`config.mk`:
```
export PLATFORM = sky130hd
export DESIGN_NAME = univ_shift_reg_flat
export DESIGN_NICKNAME = d
export VERILOG_FILES = /design/src/rtl/univ_shift_pkg.sv /design/src/rtl/univ_shift_reg_if.sv /design/src/rtl/univ_shift_reg_shift_step.sv /design/src/rtl/univ_shift_reg.sv /design/src/flat_wrapper.sv
export SDC_FILE = /design/constraint.sdc
export NUM_CORES = 1
export LEC_CHECK = 0
export CAP_MARGIN = 20
export CORE_MARGIN = 2
export CORE_UTILIZATION = 40
export CTS_CLUSTER_SIZE = 28
export DETAILED_ROUTE_END_ITERATION = 12
export GPL_TIMING_DRIVEN = 0
export PLACE_DENSITY = 0.77
export SYNTH_ARGS = -nofsm -noshare
export SYNTH_HDL_FRONTEND = slang
export SYNTH_HIERARCHICAL = 1
export SYNTH_SLANG_ARGS = --single-unit
```
`constraint.sdc`:
```
create_clock -name clk -period 2.3 [get_ports clk]
set_input_delay 0.575 -clock clk [delete_from_list [all_inputs] [get_ports clk]]
set_output_delay 0.575 -clock clk [all_outputs]
set_load 0.01 [all_outputs]
```
`src/rtl/univ_shift_pkg.sv`:
```
// Shared constants for the universal shift register: direct-mode encodings and
// burst FSM states.
package univ_shift_pkg;

  localparam logic [1:0] MODE_HOLD = 2'b00;
  localparam logic [1:0] MODE_SHR  = 2'b01;
  localparam logic [1:0] MODE_SHL  = 2'b10;
  localparam logic [1:0] MODE_LOAD = 2'b11;

  typedef enum logic [1:0] {
    ST_IDLE  = 2'd0,
    ST_SHIFT = 2'd1,
    ST_DONE  = 2'd2
  } state_e;

  function automatic logic is_shift_mode(input logic [1:0] mode);
    return (mode == MODE_SHR) || (mode == MODE_SHL);
  endfunction

endpackage

```
`src/rtl/univ_shift_reg_if.sv`:
```
// Control/data bundle for univ_shift_reg; the driver uses master, the register
// itself uses slave.
interface univ_shift_reg_if #(
  parameter int unsigned WIDTH = 8,
  parameter int unsigned CNT_W = 4
);

  logic             en;
  logic [1:0]       mode;
  logic             sin;
  logic [WIDTH-1:0] d;
  logic             start;
  logic [CNT_W-1:0] nshift;
  logic [WIDTH-1:0] q;
  logic             sout_r;
  logic             sout_l;
  logic             busy;
  logic             done;

  modport master (
    output en, mode, sin, d, start, nshift,
    input  q, sout_r, sout_l, busy, done
  );

  modport slave (
    input  en, mode, sin, d, start, nshift,
    output q, sout_r, sout_l, busy, done
  );

endinterface

```
`src/rtl/univ_shift_reg_shift_step.sv`:
```
// Combinational next-value function: hold, shift right/left or load, with the
// vacated bit filled from sin or, when rotating, from the bit shifted out.
module univ_shift_reg_shift_step
  import univ_shift_pkg::*;
#(
  parameter int unsigned WIDTH  = 8,
  parameter bit          ROTATE = 1'b0
) (
  input  logic [WIDTH-1:0] q_i,
  input  logic [WIDTH-1:0] d_i,
  input  logic [1:0]       mode_i,
  input  logic             sin_i,
  output logic [WIDTH-1:0] q_o
);

  logic fill_r;
  logic fill_l;

  always_comb begin
    fill_r = ROTATE ? q_i[0]       : sin_i;
    fill_l = ROTATE ? q_i[WIDTH-1] : sin_i;
    q_o    = q_i;
    unique case (mode_i)
      MODE_HOLD: q_o = q_i;
      MODE_SHR:  q_o = {fill_r, q_i[WIDTH-1:1]};
      MODE_SHL:  q_o = {q_i[WIDTH-2:0], fill_l};
      MODE_LOAD: q_o = d_i;
      default:   q_o = q_i;
    endcase
  end

endmodule

```
`src/rtl/univ_shift_reg.sv`:
```
// Universal WIDTH-bit register: direct hold/shift/load when idle, plus a burst
// engine that shifts nshift times in a captured direction and pulses done.
module univ_shift_reg
  import univ_shift_pkg::*;
#(
  parameter int unsigned WIDTH  = 8,
  parameter int unsigned CNT_W  = 4,
  parameter bit          ROTATE = 1'b0
) (
  input logic               clk,
  input logic               rst,
  univ_shift_reg_if.slave   bus
);

  state_e           state_q, state_d;
  logic [CNT_W-1:0] cnt_q, cnt_d;
  logic [1:0]       dir_q, dir_d;
  logic [WIDTH-1:0] q_q, q_d;
  logic             busy_q, busy_d;
  logic             done_q, done_d;
  logic [1:0]       step_mode;

  // One datapath shared by direct mode and the burst engine; step_mode picks who drives it.
  univ_shift_reg_shift_step #(
    .WIDTH  (WIDTH),
    .ROTATE (ROTATE)
  ) u_step (
    .q_i    (q_q),
    .d_i    (bus.d),
    .mode_i (step_mode),
    .sin_i  (bus.sin),
    .q_o    (q_d)
  );

  always_comb begin
    state_d   = state_q;
    cnt_d     = cnt_q;
    dir_d     = dir_q;
    step_mode = MODE_HOLD;
    unique case (state_q)
      ST_IDLE: begin
        if (bus.start) begin
          dir_d   = bus.mode;
          cnt_d   = bus.nshift;
          state_d = ((bus.nshift != '0) && is_shift_mode(bus.mode)) ? ST_SHIFT : ST_DONE;
        end else if (bus.en) begin
          step_mode = bus.mode;
        end
      end
      ST_SHIFT: begin
        step_mode = dir_q;
        cnt_d     = cnt_q - 1'b1;
        if (cnt_q == CNT_W'(1)) begin
          state_d = ST_DONE;
        end
      end
      ST_DONE: state_d = ST_IDLE;
      default: state_d = ST_IDLE;
    endcase
    busy_d = (state_d == ST_SHIFT);
    done_d = (state_d == ST_DONE);
  end

  always_ff @(posedge clk) begin
    if (!rst) begin
      state_q <= ST_IDLE;
      cnt_q   <= '0;
      dir_q   <= MODE_HOLD;
      q_q     <= '0;
      busy_q  <= 1'b0;
      done_q  <= 1'b0;
    end else begin
      state_q <= state_d;
      cnt_q   <= cnt_d;
      dir_q   <= dir_d;
      q_q     <= q_d;
      busy_q  <= busy_d;
      done_q  <= done_d;
    end
  end

  assign bus.q      = q_q;
  assign bus.sout_r = q_q[0];
  assign bus.sout_l = q_q[WIDTH-1];
  assign bus.busy   = busy_q;
  assign bus.done   = done_q;

endmodule

```
`src/flat_wrapper.sv`:
```
// flat-port wrapper written by rule: the top's interface ports become plain ports
module univ_shift_reg_flat import univ_shift_pkg::*;
#(
  parameter int unsigned WIDTH  = 8,
  parameter int unsigned CNT_W  = 4,
  parameter bit          ROTATE = 1'b0
)
  (clk, rst, bus_en, bus_mode, bus_sin, bus_d, bus_start, bus_nshift, bus_q, bus_sout_r, bus_sout_l, bus_busy, bus_done);
  univ_shift_reg_if #(.WIDTH(WIDTH), .CNT_W(CNT_W)) bus_i ();
  input logic clk;
  input logic rst;
  input wire logic [$bits(bus_i.en)-1:0] bus_en;
  input wire logic [$bits(bus_i.mode)-1:0] bus_mode;
  input wire logic [$bits(bus_i.sin)-1:0] bus_sin;
  input wire logic [$bits(bus_i.d)-1:0] bus_d;
  input wire logic [$bits(bus_i.start)-1:0] bus_start;
  input wire logic [$bits(bus_i.nshift)-1:0] bus_nshift;
  output wire logic [$bits(bus_i.q)-1:0] bus_q;
  output wire logic [$bits(bus_i.sout_r)-1:0] bus_sout_r;
  output wire logic [$bits(bus_i.sout_l)-1:0] bus_sout_l;
  output wire logic [$bits(bus_i.busy)-1:0] bus_busy;
  output wire logic [$bits(bus_i.done)-1:0] bus_done;
  assign bus_i.en = bus_en;
  assign bus_i.mode = bus_mode;
  assign bus_i.sin = bus_sin;
  assign bus_i.d = bus_d;
  assign bus_i.start = bus_start;
  assign bus_i.nshift = bus_nshift;
  assign bus_q = bus_i.q;
  assign bus_sout_r = bus_i.sout_r;
  assign bus_sout_l = bus_i.sout_l;
  assign bus_busy = bus_i.busy;
  assign bus_done = bus_i.done;
  univ_shift_reg #(.WIDTH(WIDTH), .CNT_W(CNT_W), .ROTATE(ROTATE)) u_core (.clk(clk), .rst(rst), .bus(bus_i));
endmodule
```
---- Yosys cells after proc, flatten, opt, wreduce, memory -nomap -nowiden ----
Index checks and enable logic that the tools add are counted.
word-level totals
  input bits .............................. 19
  flip-flop bits (word level) ............. 18
operators by class
  reduce and logical (&&, ||, !) cells .... 8
  $add $sub $neg .......................... 1
  eq/ne operators ......................... 10
  mux-type cells .......................... 10
operators by type and width
  cell                                              count
  case mux 8 bit (3 select lines)                   1
  two-way mux 2 bit                                 5
  == test 2 x 1 -> 1 bit, second input constant     4
  == test 2 bit, second input constant              4
  case mux 2 bit (2 select lines)                   2
  case mux 4 bit (2 select lines)                   1
  == test 4 x 1 -> 1 bit, second input constant     1
  zero test 2 bit                                   2
  two-way mux 4 bit                                 1
  AND reduction 2 bit                               2
  nonzero test 4 bit                                1
  subtractor 4 x 1 -> 4 bit, second input constant  1
  != test 2 bit, second input constant              1
  nonzero test 2 bit                                1
  logical AND 1 bit                                 1
  logical OR 1 bit                                  1

---- Logic depth before layout (Yosys ltp) ----
Gate-level depths: netlist of the first run.
  word-level depth ........................ 7
  depth in mapped cells ................... 7

---- Cells and area by module ----
Netlist of the first run, hierarchy kept.
modules (own cells, without submodules)
  module                     cells an instance  instances  sequential area each (um^2)  area each (um^2)
  univ_shift_reg             78                 1          360.3                        770.7
  univ_shift_reg_shift_step  10                 1          0.0                          202.7

---- Least setup slack after synthesis of the first run ----
Ideal clock, no wire load.
  path type ............................... input to register
  start ................................... input port bus_start
  end ..................................... register u_core.q_q[0] (netlist: u_core/bus.q[0])
  data required time ...................... 2.185 ns
  setup slack ............................. 0.426 ns
  cell stages on the path ................. 6
  arrival time ............................ 1.759 ns
  cells stage by stage .................... and4bb_2 > a21oi_1 > nor2_1 > buf_6 > mux4_2 > and2_1
on the way
  longest elaborated chain between the ends .. 4
  elaborated cells between the ends (all ways) .. 7
  those cells by class .................... eq/ne (3); mux (3); reduce/logical (1)
RTL lines
  element                                                  RTL line                         text
  start, declared                                          flat_wrapper.sv:16               input wire logic [$bits(bus_i.start)-1:0] bus_start;
  two-way mux 2 bit (*)                                    univ_shift_reg.sv:42             if (bus.start) begin
  case mux 2 bit (2 select lines) (*)                      univ_shift_reg.sv:40             unique case (state_q)
  via u_core.step_mode[1]                                  univ_shift_reg.sv:21             logic [1:0] step_mode;
  == test 2 bit or == test 2 x 1 -> 1 bit (tied branches)  univ_shift_reg_shift_step.sv:23  unique case (mode_i)
  case mux 8 bit (3 select lines) (*)                      univ_shift_reg_shift_step.sv:23
  via u_core.q_d[0]                                        univ_shift_reg.sv:18             logic [WIDTH-1:0] q_q, q_d;
  end signal, assigned                                     univ_shift_reg.sv:76             q_q <= q_d;
  end, declared                                            univ_shift_reg.sv:18
Mark *: on every way through the listed nets, which the timed path passes. The rest lies on a longest branch.
A chain may end at the register's enable or synchronous reset.

---- Worst setup path after layout of the first run ----
  start ................................... input port bus_start
  end ..................................... register u_core.q_q[3] (netlist: u_core/bus.q[3])
The elaborated chain is that of the path after synthesis.

==> parameters.txt, run 1 <==
Parameter                              Value

Status
  Status ... finished clean

STA
  Minimum period implied by the final worst setup slack ... 2.188 ns
  Number of slew-limit violations in the final report ... 0
  Achievable clock frequency ... roughly 0.46 GHz
  Final hold violations ... 0
  RSZ-0062 raised after global routing ... no
  Final setup violation count ... 0
  Setup Skew ... 0.007841 ns
  Transition time at the pin with the least slew margin ... 0.8060 ns
  Fraction of the cycle the final worst path needs ... 95.15%
  Sum Neg Setup Slack ... 0 ns
  Slew HR ... 45.56%
  Post-layout worst setup margin ... 0.1116 ns

Route
  Via density ... around 5.5
  Residual antenna-violating net count after detailed routing ... 0
  DRC violation count after routing ... 0
  Vias post-DR ... 823
  Drt initial violations ... 14
  Iteration count of the initial detailed-routing pass ... 4
  Routed WL ... around 2200 um
  Detailed-route wire length per cell ... 14.59 um

Synth
  Sequential share of the synthesized area ... between 30% and 40%
  Cell accounting for the most synthesized area ... sky130_fd_sc_hd__dfxtp_1
  Post-Synthesis Mean Instance Area ... approximately 11 sq um
  Top area cells in the synthesized netlist ... sky130_fd_sc_hd__dfxtp_1 37%, sky130_fd_sc_hd__mux4_2 19%, sky130_fd_sc_hd__and2_1 5.1%
  Top cell type's share of synthesized area ... 37.02%
  List of most frequent post-synthesis cells ... 18 x sky130_fd_sc_hd__dfxtp_1, 8 x sky130_fd_sc_hd__and2_1, 8 x sky130_fd_sc_hd__mux4_2
  Post-synth top flop ... sky130_fd_sc_hd__dfxtp_1
  Most frequently used cell type in the post-synthesis netlist ... sky130_fd_sc_hd__dfxtp_1
  Post-synthesis register bit count ... 18
  Number of enable flip-flop cells after synthesis ... 0
  Post-synthesis instance area ... 973.4 sq um
  Number of distinct library cells after synthesis ... 28
  Synth warnings ... 6
  Cells after synthesis ... 88
  Post-synthesis net count ... around 110
  Synth async-reset ratio ... 0%

CTS
  Clock slew seen by the registers of the worst setup and hold paths ... roughly 0.11 ns
  Clock latency on the worst-skew pair ... 0.29 ns
  Clock tree from TritonCTS ... done
  Number of buffers inserted to repair setup after CTS ... 0
  H-tree levels ... 1
  TritonCTS Sinks ... 18
  Post-cts repair resize count ... 0
  Cts-stage hold buffer count ... 0
  CTS buffer count ... 3
  CTS max path bufs ... 2
  Clock root buffer master ... sky130_fd_sc_hd__clkbuf_4

Floorplan
  Initial standard-cell utilization of the core ... 43.17%
  Die width ... 53.33 um
  Floorplan die area ... approximately 2800 sq um
  FP Rows ... 17
  Vertical extent of the die ... around 53 um
  Core Region ... approximately 2300 sq um
  Io pins ... 31

Global routing
  Total Routing Usage GR ... between 15 and 20%
  Overflow after GRT ... 0
  Initial antenna violation count ... 0
  First-pass GRT wire length ... between 3000 and 4000 um
  Maximum number of pins on one net before global-route repair ... 11
  Number of global-route vias before repair ... 751

Critical path
  Cell depth of the worst flop-to-flop path ... 7
  Crit-path max FO ... 8
  Critical Path Source ... bus_start
  Worst r2r src ... u_core/state_q[0]
  Kind of capture point of the worst setup path ... flop
  Data required time of the worst path ... 2.49 ns
  Worst Setup EP ... u_core/bus.q[3]
  CP arrival ... 2.38 ns
  End of the worst register-to-register path ... u_core/bus.q[3]
  Critical Path Source Type ... primary input
  Setup CP Type ... in2reg
  Reg-to-reg setup timing slack ... 0.39 ns

Layout
  Growth of design area from synthesis to finish ... 38.17%
  Final-stage net count ... about 140
  Number of inserted diodes ... 0
  Non-filler cells in the finished layout ... 150
  Layout cells sized above 1 ... 18.85%

Place
  Count of placed standard cells including taps ... 146
  Placement-stage worst setup slack ... -0.1815 ns
  GP Congestion ... 0.8241
  Port Buffers ... 30
  Sum of net half-perimeters after detailed placement ... approximately 1700 um

Pwr
  Power density over the cells ... 548.3 nW/um^2
  Post-layout total power ... approximately 0.00074 W
  Max VDD drop ... between 0.4 and 0.5 mV
  Static Leakage ... 0.5083 nW

Min path
  Kind of path behind the tightest hold check ... reg2reg

Job
  Max Cap Violations ... 0
-- placed cells by master, fill, tap and decap left out --
cell and n:
sky130_fd_sc_hd__nand3_1 2, sky130_fd_sc_hd__nor2_1 3, sky130_fd_sc_hd__a31oi_1 3, sky130_fd_sc_hd__and3b_1 1, sky130_fd_sc_hd__inv_1 3, sky130_fd_sc_hd__nand2_1 5
sky130_fd_sc_hd__nand3b_1 1, sky130_fd_sc_hd__a32o_1 2, sky130_fd_sc_hd__buf_4 3, sky130_fd_sc_hd__nand2b_1 2, sky130_fd_sc_hd__and4bb_2 3, sky130_fd_sc_hd__mux4_2 8
sky130_fd_sc_hd__nor2b_1 1, sky130_fd_sc_hd__and2_1 8, sky130_fd_sc_hd__or3_1 2, sky130_fd_sc_hd__ha_1 2, sky130_fd_sc_hd__xor2_1 1, sky130_fd_sc_hd__o41ai_1 3
sky130_fd_sc_hd__buf_6 3, sky130_fd_sc_hd__a2bb2oi_1 1, sky130_fd_sc_hd__o221ai_1 1, sky130_fd_sc_hd__clkdlybuf4s50_1 30, sky130_fd_sc_hd__dfxtp_1 18, sky130_fd_sc_hd__o221a_2 1
sky130_fd_sc_hd__nor3b_1 2, sky130_fd_sc_hd__clkbuf_1 1, sky130_fd_sc_hd__a21oi_1 6, sky130_fd_sc_hd__or3b_1 1, sky130_fd_sc_hd__buf_2 1, sky130_fd_sc_hd__clkbuf_8 1
sky130_fd_sc_hd__clkbuf_4 3
-- worst min-delay path by stage --
| stage | startpoint | slack (ns) | depth (start not counted) | endpoint |
|---|---|---|---|---|
| final | u_core/dir_q[1] | 0.47 | 2 | u_core/dir_q[1] |
| after global routing | u_core/dir_q[1] | 0.51 | 2 | u_core/dir_q[1] |
| after CTS | u_core/dir_q[1] | 0.47 | 2 | u_core/dir_q[1] |
| after detailed placement | u_core/dir_q[1] | 0.45 | 2 | u_core/dir_q[1] |
| after global placement | u_core/dir_q[0] | 0.45 | 2 | u_core/dir_q[0] |
| after floorplan | u_core/dir_q[0] | 0.44 | 2 | u_core/dir_q[0] |
-- per-stage QoR --
step	util (%)	hold WS, ns	area (sq um)
after floorplan	-	0.4367	973.4
after global placement	58.05	0.4473	1309
after detailed placement	58.05	0.4513	1309
after CTS	59.66	0.4669	1345
after global routing	59.66	0.5050	1345
final	59.66	0.4734	1345
-- final cells by class --
class	count	area [sq um]
timing repair buffer	30	300.3
buffer	8	65.06
multi-input combinational	59	536.8
inverter	3	11.26
clock buffer	4	36.28
tap	28	35.03
sequential	18	360.3
fill	204	909.6
-- power breakdown --
| group | leakage, nW | switching (W) | total (W) | internal [W] |
|---|---|---|---|---|
| Clock | 0.0210 | 0.0000990 | 0.000195 | 0.0000963 |
| Sequential | 0.147 | 0.0000159 | 0.000351 | 0.000335 |
| Combinational | 0.340 | 0.0000833 | 0.000192 | 0.000108 |
-- state kept, by name (all words and copies together), names as in the netlist --
signal / cells
u_core/cnt_q: 4
u_core/state_q: 2
u_core/bus.q: 8
u_core/dir_q: 2
u_core/bus.done: 1
u_core/bus.busy: 1
-- kinds of logic after synthesis --
group | after synthesis | synth area share, %
compound gates | 17 | 12.73
xor+xnor | 1 | 0.8999
fa+ha+maj | 2 | 2.570
buf+inv | 11 | 7.839
flops | 18 | 37.02
mux | 8 | 18.51
simple gates | 31 | 20.44
-- layer usage --
layer  track usage [%]  vias up  routed length (um)
met1             22.36      399                 990
met2             25.93       20                1100
met3             4.237        2                  69
li1                  -      402                   -
met4             8.120        0                  27
met5                 0        -                   0
-- worst max-delay path, stage by stage --
cell	delay [ns]
sky130_fd_sc_hd__clkdlybuf4s50_1	0.46
sky130_fd_sc_hd__and4bb_2	0.33
sky130_fd_sc_hd__a21oi_1	0.05
sky130_fd_sc_hd__nor2_1	0.13
sky130_fd_sc_hd__buf_6	0.17
sky130_fd_sc_hd__mux4_2	0.50
sky130_fd_sc_hd__and2_1	0.16
(Power assumes the default switching activity.)
==> inputs of run 2 (changes only) <==
--- a/config.mk
+++ b/config.mk
@@ -5,7 +5,6 @@
 export SDC_FILE = /design/constraint.sdc
 export NUM_CORES = 1
 export LEC_CHECK = 0
-export CAP_MARGIN = 20
 export CORE_MARGIN = 2
 export CORE_UTILIZATION = 40
 export CTS_CLUSTER_SIZE = 28
==> results of run 2 <==
No change in the layout: final DEF, timing and power equal those of run 1.
